<file path="src/rtl/vx_ti_pkg.sv">
// Shared definitions for the triangle-intersect fetch path: size codes, their
// byte lengths, and the fetch arbiter state encoding.
package vx_ti_pkg;

  localparam logic [1:0] TI_SIZE_IDX     = 2'd0;  // 4 B triangle index
  localparam logic [1:0] TI_SIZE_BVH     = 2'd1;  // 32 B BVH node
  localparam logic [1:0] TI_SIZE_TRI     = 2'd2;  // 48 B triangle node
  localparam logic [1:0] TI_SIZE_ILLEGAL = 2'd3;

  typedef enum logic [1:0] {
    ST_IDLE  = 2'd0,
    ST_ISSUE = 2'd1,
    ST_WAIT  = 2'd2,
    ST_RESP  = 2'd3
  } ti_arb_state_e;

  function automatic int ti_size_bytes(input logic [1:0] size);
    case (size)
      TI_SIZE_IDX: return 4;
      TI_SIZE_BVH: return 32;
      TI_SIZE_TRI: return 48;
      default:     return 0;
    endcase
  endfunction

endpackage

</file>
<file path="src/rtl/vx_ti_rr_pick.sv">
// Combinational round-robin picker: one-hot grant of the first set mask bit
// found searching upward from i_ptr+1, wrapping past NUM_REQS-1.
module vx_ti_rr_pick #(
  parameter int NUM_REQS = 4,
  parameter int PTR_BITS = $clog2(NUM_REQS)
) (
  input  logic [NUM_REQS-1:0] i_mask,
  input  logic [PTR_BITS-1:0] i_ptr,
  output logic [NUM_REQS-1:0] o_grant
);

  logic [PTR_BITS-1:0] w_idx;

  // Walk the distances from farthest to nearest so the nearest candidate wins.
  always_comb begin
    o_grant = '0;
    w_idx   = '0;
    for (int k = NUM_REQS; k >= 1; k--) begin
      w_idx = PTR_BITS'((int'(i_ptr) + k) % NUM_REQS);
      if (i_mask[w_idx]) begin
        o_grant        = '0;
        o_grant[w_idx] = 1'b1;
      end
    end
  end

endmodule

</file>
<file path="src/rtl/vx_ti_fetch_arb.sv">
// Fetch arbiter: round-robin grant of one traversal-unit request at a time to
// the shared fetch engine. Optional perf counters under TI_FETCH_ARB_PERF_EN.
//
// Handshakes: req_valid/req_ready and rsp_valid/rsp_ready transfer in a cycle
// where both are high; once valid is raised by the arbiter it stays high with
// stable payload until accepted. mem_start is a single-cycle pulse only while
// mem_ready is high; mem_valid is a single-cycle data pulse.
module vx_ti_fetch_arb
  import vx_ti_pkg::*;
#(
  parameter int NUM_REQS  = 4,
  parameter int ADDR_BITS = 32,
  parameter int DATA_BITS = 384
) (
  input  logic                          clk,
  input  logic                          reset,
  input  logic [NUM_REQS-1:0]           req_valid,
  output logic [NUM_REQS-1:0]           req_ready,
  input  logic [NUM_REQS*ADDR_BITS-1:0] req_addr,
  input  logic [NUM_REQS*2-1:0]         req_size,
  output logic [NUM_REQS-1:0]           rsp_valid,
  input  logic [NUM_REQS-1:0]           rsp_ready,
  output logic [DATA_BITS-1:0]          rsp_data,
  output logic                          rsp_err,
  output logic                          mem_start,
  output logic [ADDR_BITS-1:0]          mem_addr,
  output logic [1:0]                    mem_size,
  input  logic                          mem_ready,
  input  logic                          mem_valid,
  input  logic [DATA_BITS-1:0]          mem_data,
  output logic [1:0]                    dbg_state
`ifdef TI_FETCH_ARB_PERF_EN
  ,
  output logic [31:0]                   perf_grants,
  output logic [31:0]                   perf_stalls
`endif
);

  localparam int PTR_BITS = $clog2(NUM_REQS);

  ti_arb_state_e         r_state, w_next;
  logic [PTR_BITS-1:0]   r_last, r_gnt, w_gnt_idx;
  logic [NUM_REQS-1:0]   w_gnt_oh;
  logic [ADDR_BITS-1:0]  r_addr, w_sel_addr;
  logic [1:0]            r_size, w_sel_size;
  logic [DATA_BITS-1:0]  r_rsp_data, w_size_mask;
  logic                  r_err, w_any, w_grant, w_sel_err;

  vx_ti_rr_pick #(
    .NUM_REQS (NUM_REQS),
    .PTR_BITS (PTR_BITS)
  ) u_pick (
    .i_mask  (req_valid),
    .i_ptr   (r_last),
    .o_grant (w_gnt_oh)
  );

  always_comb begin
    w_gnt_idx  = '0;
    w_sel_addr = '0;
    w_sel_size = '0;
    for (int i = 0; i < NUM_REQS; i++) begin
      if (w_gnt_oh[i]) begin
        w_gnt_idx  = PTR_BITS'(i);
        w_sel_addr = req_addr[i*ADDR_BITS +: ADDR_BITS];
        w_sel_size = req_size[i*2 +: 2];
      end
    end
  end

  assign w_any     = |req_valid;
  assign w_grant   = (r_state == ST_IDLE) && w_any && reset;
  assign w_sel_err = (w_sel_size == TI_SIZE_ILLEGAL) || (w_sel_addr[1:0] != 2'b00);

  always_comb begin
    w_size_mask = '0;
    for (int i = 0; i < DATA_BITS; i++) begin
      w_size_mask[i] = (i < ti_size_bytes(r_size) * 8);
    end
  end

  always_ff @(posedge clk or negedge reset) begin
    if (!reset) r_state <= ST_IDLE;
    else        r_state <= w_next;
  end

  // Malformed requests skip the fetch engine entirely and answer with an error.
  always_comb begin
    w_next = r_state;
    case (r_state)
      ST_IDLE:  if (w_grant) w_next = w_sel_err ? ST_RESP : ST_ISSUE;
      ST_ISSUE: if (mem_ready) w_next = ST_WAIT;
      ST_WAIT:  if (mem_valid) w_next = ST_RESP;
      ST_RESP:  if (rsp_ready[r_gnt]) w_next = ST_IDLE;
      default:  w_next = ST_IDLE;
    endcase
  end

  always_comb begin
    req_ready = '0;
    rsp_valid = '0;
    mem_start = 1'b0;
    case (r_state)
      ST_IDLE:  if (reset) req_ready = w_gnt_oh;
      ST_ISSUE: mem_start = mem_ready;
      ST_RESP:  rsp_valid[r_gnt] = 1'b1;
      default:  ;
    endcase
  end

  always_ff @(posedge clk or negedge reset) begin
    if (!reset) begin
      r_last     <= PTR_BITS'(NUM_REQS - 1);
      r_gnt      <= '0;
      r_addr     <= '0;
      r_size     <= '0;
      r_err      <= 1'b0;
      r_rsp_data <= '0;
    end else begin
      if (w_grant) begin
        r_gnt      <= w_gnt_idx;
        r_addr     <= w_sel_addr;
        r_size     <= w_sel_size;
        r_err      <= w_sel_err;
        r_rsp_data <= '0;
      end
      if (r_state == ST_WAIT && mem_valid) r_rsp_data <= mem_data & w_size_mask;
      if (r_state == ST_RESP && rsp_ready[r_gnt]) r_last <= r_gnt;
    end
  end

  assign rsp_data  = r_rsp_data;
  assign rsp_err   = r_err;
  assign mem_addr  = r_addr;
  assign mem_size  = r_size;
  assign dbg_state = r_state;

`ifdef TI_FETCH_ARB_PERF_EN
  logic [31:0] r_perf_grants, r_perf_stalls;

  always_ff @(posedge clk or negedge reset) begin
    if (!reset) begin
      r_perf_grants <= '0;
      r_perf_stalls <= '0;
    end else begin
      if (w_grant && !w_sel_err) r_perf_grants <= r_perf_grants + 32'd1;
      if (w_any && r_state != ST_IDLE) r_perf_stalls <= r_perf_stalls + 32'd1;
    end
  end

  assign perf_grants = r_perf_grants;
  assign perf_stalls = r_perf_stalls;
`endif

endmodule

</file>
<file path="config.mk">
export PLATFORM = sky130hd
export DESIGN_NAME = vx_ti_fetch_arb
export DESIGN_NICKNAME = d
export VERILOG_FILES = /design/src/rtl/vx_ti_pkg.sv /design/src/rtl/vx_ti_rr_pick.sv /design/src/rtl/vx_ti_fetch_arb.sv
export SDC_FILE = /design/constraint.sdc
export NUM_CORES = 1
export LEC_CHECK = 0
export ABC_AREA = 1
export BUFFER_PORTS_ARGS = -buffer_cell sky130_fd_sc_hd__buf_2
export CAP_MARGIN = 20
export CORE_AREA = 4 4 371 373
export CTS_BUF_LIST = sky130_fd_sc_hd__clkbuf_16
export DETAILED_ROUTE_END_ITERATION = 10
export DIE_AREA = 0 0 375 377
export PLACE_DENSITY = 0.42
export SYNTH_ARGS = -nofsm -noshare
export SYNTH_HDL_FRONTEND = slang
export SYNTH_HIERARCHICAL = 1
export SYNTH_SLANG_ARGS = --single-unit
</file>
<file path="constraint.sdc">
create_clock -name clk -period 6.73 [get_ports clk]
set_clock_uncertainty 0.15 [all_clocks]
set_input_delay 0.3365 -clock clk [delete_from_list [all_inputs] [get_ports clk]]
set_output_delay 0.3365 -clock clk [all_outputs]
set_load 0.02 [all_outputs]
</file>
Word-level counts from Yosys, hierarchy flattened
Index checks and enable logic that the tools add are counted.

operators by class
  add/sub/neg operators = 4
  $lt $le $gt $ge = 394
  eq/ne operators = 10
  multiplexer cells = 48
  bitwise operators = 1
  reduce and logical (&&, ||, !) cells = 16

operators by type and width
  cell                    number
  $lt A10 B32 Y1 const A  128
  $lt A9 B32 Y1 const A   128
  $lt A8 B32 Y1 const A   64
  $lt A7 B32 Y1 const A   32
  $mux W384               2
  $lt A6 B32 Y1 const A   16
  $and A384 B384 Y384     1
  $lt A5 B32 Y1 const A   8
  $lt A4 B32 Y1 const A   4
  $mux W32                4
  $lt A3 B32 Y1 const A   2
  $lt A1 B32 Y1 const A   1
  $lt A2 B32 Y1 const A   1
  $mux W4                 7
  $mux W2                 11
  $pmux W6 S3             1
  $lt A2 B3 Y1 const B    5
  $mux W1                 12
  $bmux W1 S2             5
  $demux W1 S2            5
  $ge A2 B1 Y1 const B    5
  $logic_and A1 B1 Y1     9
  $eq A2 B2 Y1 const B    4
  $ne A2 B2 Y1 const B    4
  9 further kinds         14

storage, ports and cells
  bits in registers = 425
  input port bits = 532
  output and inout port bits = 430
  logic and storage cells = 480

Logic depth before layout (Yosys ltp)
  word-level depth = 18
  gate-level depth with buffers = 19

By module
The synthesis kept the hierarchy.

modules (own cells, without submodules)
  module           instances  cells an instance  area an instance (um2)  seq. area each (um2)
  vx_ti_fetch_arb  1          2075               18930.7                 10637.7
  vx_ti_rr_pick    1          72                 379.1                   0.0

Least setup slack after synthesis
OpenSTA, ideal clock, no wires.

  path type = register to register
  start point = register r_last[0]
  end point = register r_addr[21], in the netlist mem_addr[21]
  data arrival time = 2.419 ns
  setup slack = 4.035 ns
  cell stages (with the launch flop) = 18
  clock period less this slack = 2.695 ns
  cells stage by stage = dfstp_2 -> inv_2 -> ha_1 -> inv_1 -> nand3_2 -> nand2_2 -> nand3_1 -> nand2_1 -> nand2_1 -> nand2_1 -> buf_2 -> nor2_2 -> buf_4 -> buf_6 -> nand2_1 -> nand2_1 -> a31oi_1 -> a21oi_1

on the way
  elaborated cells between the ends (all ways) = 40
  classes of those cells = 4 x add/sub; 8 x order compare; 24 x mux; 4 x reduce/logical

RTL lines
  what                                                                line                    text
  start, declared                                                     vx_ti_fetch_arb.sv:42   logic [PTR_BITS-1:0] r_last, r_gnt, w_gnt_idx;
  start signal, assigned                                              vx_ti_fetch_arb.sv:113  r_last <= PTR_BITS'(NUM_REQS - 1);
  start signal, assigned                                              vx_ti_fetch_arb.sv:128  if (r_state == ST_RESP && rsp_ready[r_gnt]) r_last <= r_gnt;
  $add A2 B1 Y2                                                       vx_ti_rr_pick.sv:19     w_idx = PTR_BITS'((int'(i_ptr) + k) % NUM_REQS);
  $lt A2 B3 Y1 (implied by the code) or $ge A2 B1 Y1 (tied branches)  vx_ti_rr_pick.sv:22     o_grant[w_idx] = 1'b1;
  $logic_and A1 B1 Y1 (implied by the code)                           vx_ti_rr_pick.sv:22
  $mux W1 (implied by the code)                                       vx_ti_rr_pick.sv:22
  $demux W1 S2                                                        vx_ti_rr_pick.sv:22
  $mux W4 (3 in a row)                                                vx_ti_rr_pick.sv:20     if (i_mask[w_idx]) begin
  $mux W4 *                                                           vx_ti_rr_pick.sv:20
  named net w_gnt_oh[3]                                               vx_ti_fetch_arb.sv:43   logic [NUM_REQS-1:0] w_gnt_oh;
  $mux W32 *                                                          vx_ti_fetch_arb.sv:63   if (w_gnt_oh[i]) begin
  end signal, assigned                                                vx_ti_fetch_arb.sv:122  r_addr <= w_sel_addr;
  end, declared                                                       vx_ti_fetch_arb.sv:44   logic [ADDR_BITS-1:0] r_addr, w_sel_addr;

Mark *: on every way through the listed nets, which the timed path passes. The rest lies on a longest branch. The select of a mux whose other input is x is not followed.
A chain may end at the register's enable or synchronous reset.

Worst setup path in the final report
  start point = register r_last[0]
  end point = register r_state[1], in the netlist dbg_state[1]

on the way
  elaborated cells between the ends (all ways) = 50
  classes of those cells = 4 x add/sub; 8 x order compare; 1 x eq/ne; 31 x mux; 6 x reduce/logical

RTL lines
  what                                                                line                   text
  $add A2 B1 Y2                                                       vx_ti_rr_pick.sv:19
  $lt A2 B3 Y1 (implied by the code) or $ge A2 B1 Y1 (tied branches)  vx_ti_rr_pick.sv:22
  $logic_and A1 B1 Y1 (implied by the code)                           vx_ti_rr_pick.sv:22
  $mux W1 (implied by the code)                                       vx_ti_rr_pick.sv:22
  $demux W1 S2                                                        vx_ti_rr_pick.sv:22
  $mux W4 (3 in a row)                                                vx_ti_rr_pick.sv:20
  $mux W4 *                                                           vx_ti_rr_pick.sv:20
  named net w_gnt_oh[3]                                               vx_ti_fetch_arb.sv:43
  $mux W2 or $mux W32 (tied branches)                                 vx_ti_fetch_arb.sv:63
  $eq A2 B2 Y1 or $reduce_bool A2 Y1 (tied branches)                  vx_ti_fetch_arb.sv:73  assign w_sel_err = (w_sel_size == TI_SIZE_ILLEGAL) || (w_sel_addr[1:0] != 2'b00);
  $logic_or A1 B1 Y1 *                                                vx_ti_fetch_arb.sv:73
  $mux W2 * (2 in a row)                                              vx_ti_fetch_arb.sv:91  ST_IDLE: if (w_grant) w_next = w_sel_err ? ST_RESP : ST_ISSUE;
  $pmux W2 S4 *                                                       vx_ti_fetch_arb.sv:90  case (r_state)
  end signal, assigned                                                vx_ti_fetch_arb.sv:84  else r_state <= w_next;
  end, declared                                                       vx_ti_fetch_arb.sv:41  ti_arb_state_e r_state, w_next;

Marked as above.

==> summary.md <==
| Metric | Value |
|---|---|
| Die ar. | 141000 um^2 |
| Wirelength, routed | 95700 um |
| Post-synth top area share | 54.8% |
| Final nets | 4029 |
| Via count | between 20k and 25k |
| Final core utilization | about a quarter |
| FF-to-FF End | dbg_state[1] |
| Leakage | 16.8 nW |
| Reg-to-reg slack, setup | 2.22 ns |
| Post-DP HPWL | 69200 um |
| GRT Residual Overflow | 0 |
| Cell variety after synth | 27 |
| Crit path buf inv count | 6 |
| DR pass1 iterations | 5 |
| Min cycle time layout | 4.51 ns |
| PD cells | between 400 and 500 nW/um^2 |
| Max cap viols | 0 |
| Avg Cell Area, Syn | 8.99 um^2 |
| Synth Area in Compound Gates | 16.1% |
| WL met2 | 43600 um |
| Mux share of post-synthesis cell area | 0% |
| Clock Tree Root | clkbuf_16 |
| RD Place Congestion | 0.828 |
| Logic pwr share | about 48% |
| I/O pin count | 962 |
| Main combinational cell family by area after synthesis | simple AND/OR/NAND/NOR gates |
| Net switching power figure | 6.35 mW |
| Seq pwr share | 29.8% |
| Critical path class | reg -> reg |
| Mapped Area | 19300 um^2 |
| First-pass GRT wire length | 139000 um |
| #FFs+latches synth | 425 |
| F_max | between 0.2 and 0.25 GHz |
| Routed length per instance | 18.0 um |
| Reg clk slew, reported paths | approximately 0.07 ns |
| Vias in the first global route | 21.2k |
| Hold EP | r_last[0] |
| CTS Buf Count | 54 |
| Worst r2r path cells | 19 |
| Yosys top cell by area | dfrtp_1 |
| Area occupied by multi-input gates | 6750 um^2 |
| Warning count from the yosys run | 6 |
| Core area | 135000 um^2 |
| Layout cell share with drive strength beyond 1 | 35.4% |
| CTS tree | yes |
| Worst path slowest cell | dfstp_2 |
| Routed wl met3 | 7340 um |
| Largest delay contributor family on the critical path | buffers and inverters |
| Die Wd | between 300 and 400 um |
| Total Neg Setup Slack | 0 ns |
| XOR/XNOR Fraction of Synth Area | 0% |
| Worst-Skew Late Latency | 0.62 ns |
| Drt drc | 0 |
| Hold Crit Depth | 8 |
| VDD IR max | 222 uV |
| Syn_nets | 2692 |
| Hold Vio Cnt, Final | 0 |
| Met1 Wirelength | 40400 um |
| Max Slew Vio Count | 0 |
| CTS max path bufs | 3 |
| Post-DRT Antenna Nets | 0 |
| Top post-synthesis cells by area | dfrtp_1 55%, nand3_1 11%, o21ai_2 7.3%, nand2_1 5.6%, inv_1 5.5% |
| Simple-gate area share of the yosys netlist | between 10% and 20% |
| RSZ-0062 raised after global routing | false |
| Largest net degree at the start of global routing | about 180 |
| Crit. End Element | flop |
| Switching share of power | 45.2% |
| Initial antenna violation count | 23 |
| Critical Path RT | 7.10 ns |
| Clock Sinks | 425 |
| RR Startpoint | r_last[0] |
| Max layer used | met5 |
| Hold Crit Start | rsp_ready[2] |
| Port bufs | 961 |
| Worst Tran Pin Value | 1.20 ns |
| FP Rows | 135 |
| FILL cells | about 15k |
| CP arrival | approximately 4.9 ns |
| Post-CTS Resized | 0 |
| Total internal power | 7.71 mW |
| Most frequent cells in the layout | 960 x buf_2, 461 x dlygate4sd3_1, 423 x dfrtp_1 |
| Final Cycle Share | 67.0% |
| Register Area | 10600 um^2 |
| Most common cell after layout, fill and taps aside | buf_2 |
| Chip height | around 380 um |
| Initial core utilization | 14.3% |
| DR vias/cell | approximately 3.8 |
| Total GRT Usage | 12.8% |
| Worst-path cell chain | inv_2, ha_1, inv_1, nand3_2, nand2_2, nand3_1, nand2_1, nand2_1, nand2_1, buf_4, inv_2, nand3_1, nand3_1, dlygate4sd3_1, nor2_1, dlygate4sd3_1, nand3_1, nand2_1, nand2_1 |
| Startpoint types | flop |
| Hold WC Path Type | in -> reg |
| Worst stage delay on the critical path | 0.63 ns |
| 1st-iter DRT viols | 1057 |
| Synthesized netlist cell count | 2147 |
| Slew headroom | between 10% and 20% |
| Post-synthesis adder-cell area fraction | less than 1% |
| P&R area growth vs syn | 67.0% |
| Htree depth | 2 |
| Register area share after synthesis | 55.1% |
| Clock Power Share | 22.1% |
| Final setup fails | 0 |
| Critical path peak fanout | 38 |
| Cell mode on critical path | nand2_1 |
| Status | complete, no violations |
## worst register-to-register path, delay by kind of cell, from the launching register on
family / cells / cell delay [ns]
buffers and inverters: 6 / 2.14
and+or+nand+nor: 12 / 1.10
DFF: 1 / 0.63
adders and majority gates: 1 / 0.39
## per-stage QoR
stage | std cells | setup slack (ns) | instance area [um^2] | hold slack (ns) | total power [mW]
after floorplan | 2147 | 4.04 | 19300 | -0.109 | 8.04
after global placement | 4748 | 3.18 | 25700 | 0.180 | 10.5
after detailed placement | 4748 | 3.14 | 25700 | 0.182 | 10.5
after CTS | 5306 | 2.27 | 32200 | 0.0118 | 14.3
after global routing | 5313 | 1.95 | 32200 | 0.102 | 15.0
final | 5320 | 2.22 | 32300 | 0.0830 | 14.1
## sequential cells by signal, indices dropped and copies added, names as in the netlist
name	count
dbg_state	2
mem_addr	32
mem_size	2
r_gnt	2
r_last	2
rsp_data	384
rsp_err	1
## cell type report
| type | count | share of cell area, % |
|---|---|---|
| Antenna cell | 14 | 0.109 |
| Clock buffer | 55 | 4.27 |
| Clock inverter | 42 | 1.48 |
| Inverter | 289 | 3.36 |
| Multi-Input combinational cell | 1270 | 20.9 |
| Sequential cell | 425 | 33.0 |
| Tap cell | 1781 | 6.91 |
| Timing Repair Buffer | 1444 | 30.0 |
## timing repair
action | 4_1_cts | 5_1_grt
buffers inserted | 0 | 0
hold endpoints to repair | 476 | 0
hold buffers | 461 | 0
## power groups by stage
stage / clock network, mW / registers (mW) / logic, mW
detailed placement: 0 / 4.23 / 6.32
floorplan: 0 / 5.37 / 2.67
global route: 3.35 / 4.32 / 7.35
CTS: 3.25 / 4.19 / 6.85
finish: 3.11 / 4.19 / 6.76
global placement: 0 / 4.22 / 6.31
## layer usage
metal | global-route usage [%] | up-vias
met5 | 0 | -
met4 | 5.82 | 18
met3 | 3.82 | 186
met2 | 20.2 | 712
met1 | 16.2 | 9756
li1 | - | 9716
## logic make-up (layout without fill, tap and decap cells)
| group | count (synthesis) | count (layout) |
|---|---|---|
| other | 0 | 14 |
| AO/OA/AOI/OAI | 490 | 490 |
| adder cells (fa/ha/maj) | 13 | 13 |
| AND/OR/NAND/NOR | 767 | 767 |
| flip-flops | 425 | 425 |
| buffers and inverters | 452 | 1830 |
## worst max path at each step
stage | from | end | slack (ns) | cells past startpoint
floorplan | r_last[0] | mem_addr[21] | 4.04 | 17
detailed placement | dbg_state[0] | rsp_data[239] | 3.14 | 6
global route | r_last[0] | dbg_state[1] | 1.95 | 19
finish | r_last[0] | dbg_state[1] | 2.22 | 19
global placement | r_last[0] | rsp_err | 3.18 | 17
CTS | r_last[0] | mem_size[1] | 2.27 | 18
## cells in the mapped netlist (all sizes together)
master	n
nor3	4
or2	3
nand2	295
buf	118
clkbuf	45
nor2b	1
ha	13
nor2	54
clkinv	2
dfstp	2
o21ai	398
nand3	410
a21oi	63
a31oi	29
inv	287
dfrtp	423
(Power assumes the default switching activity.)
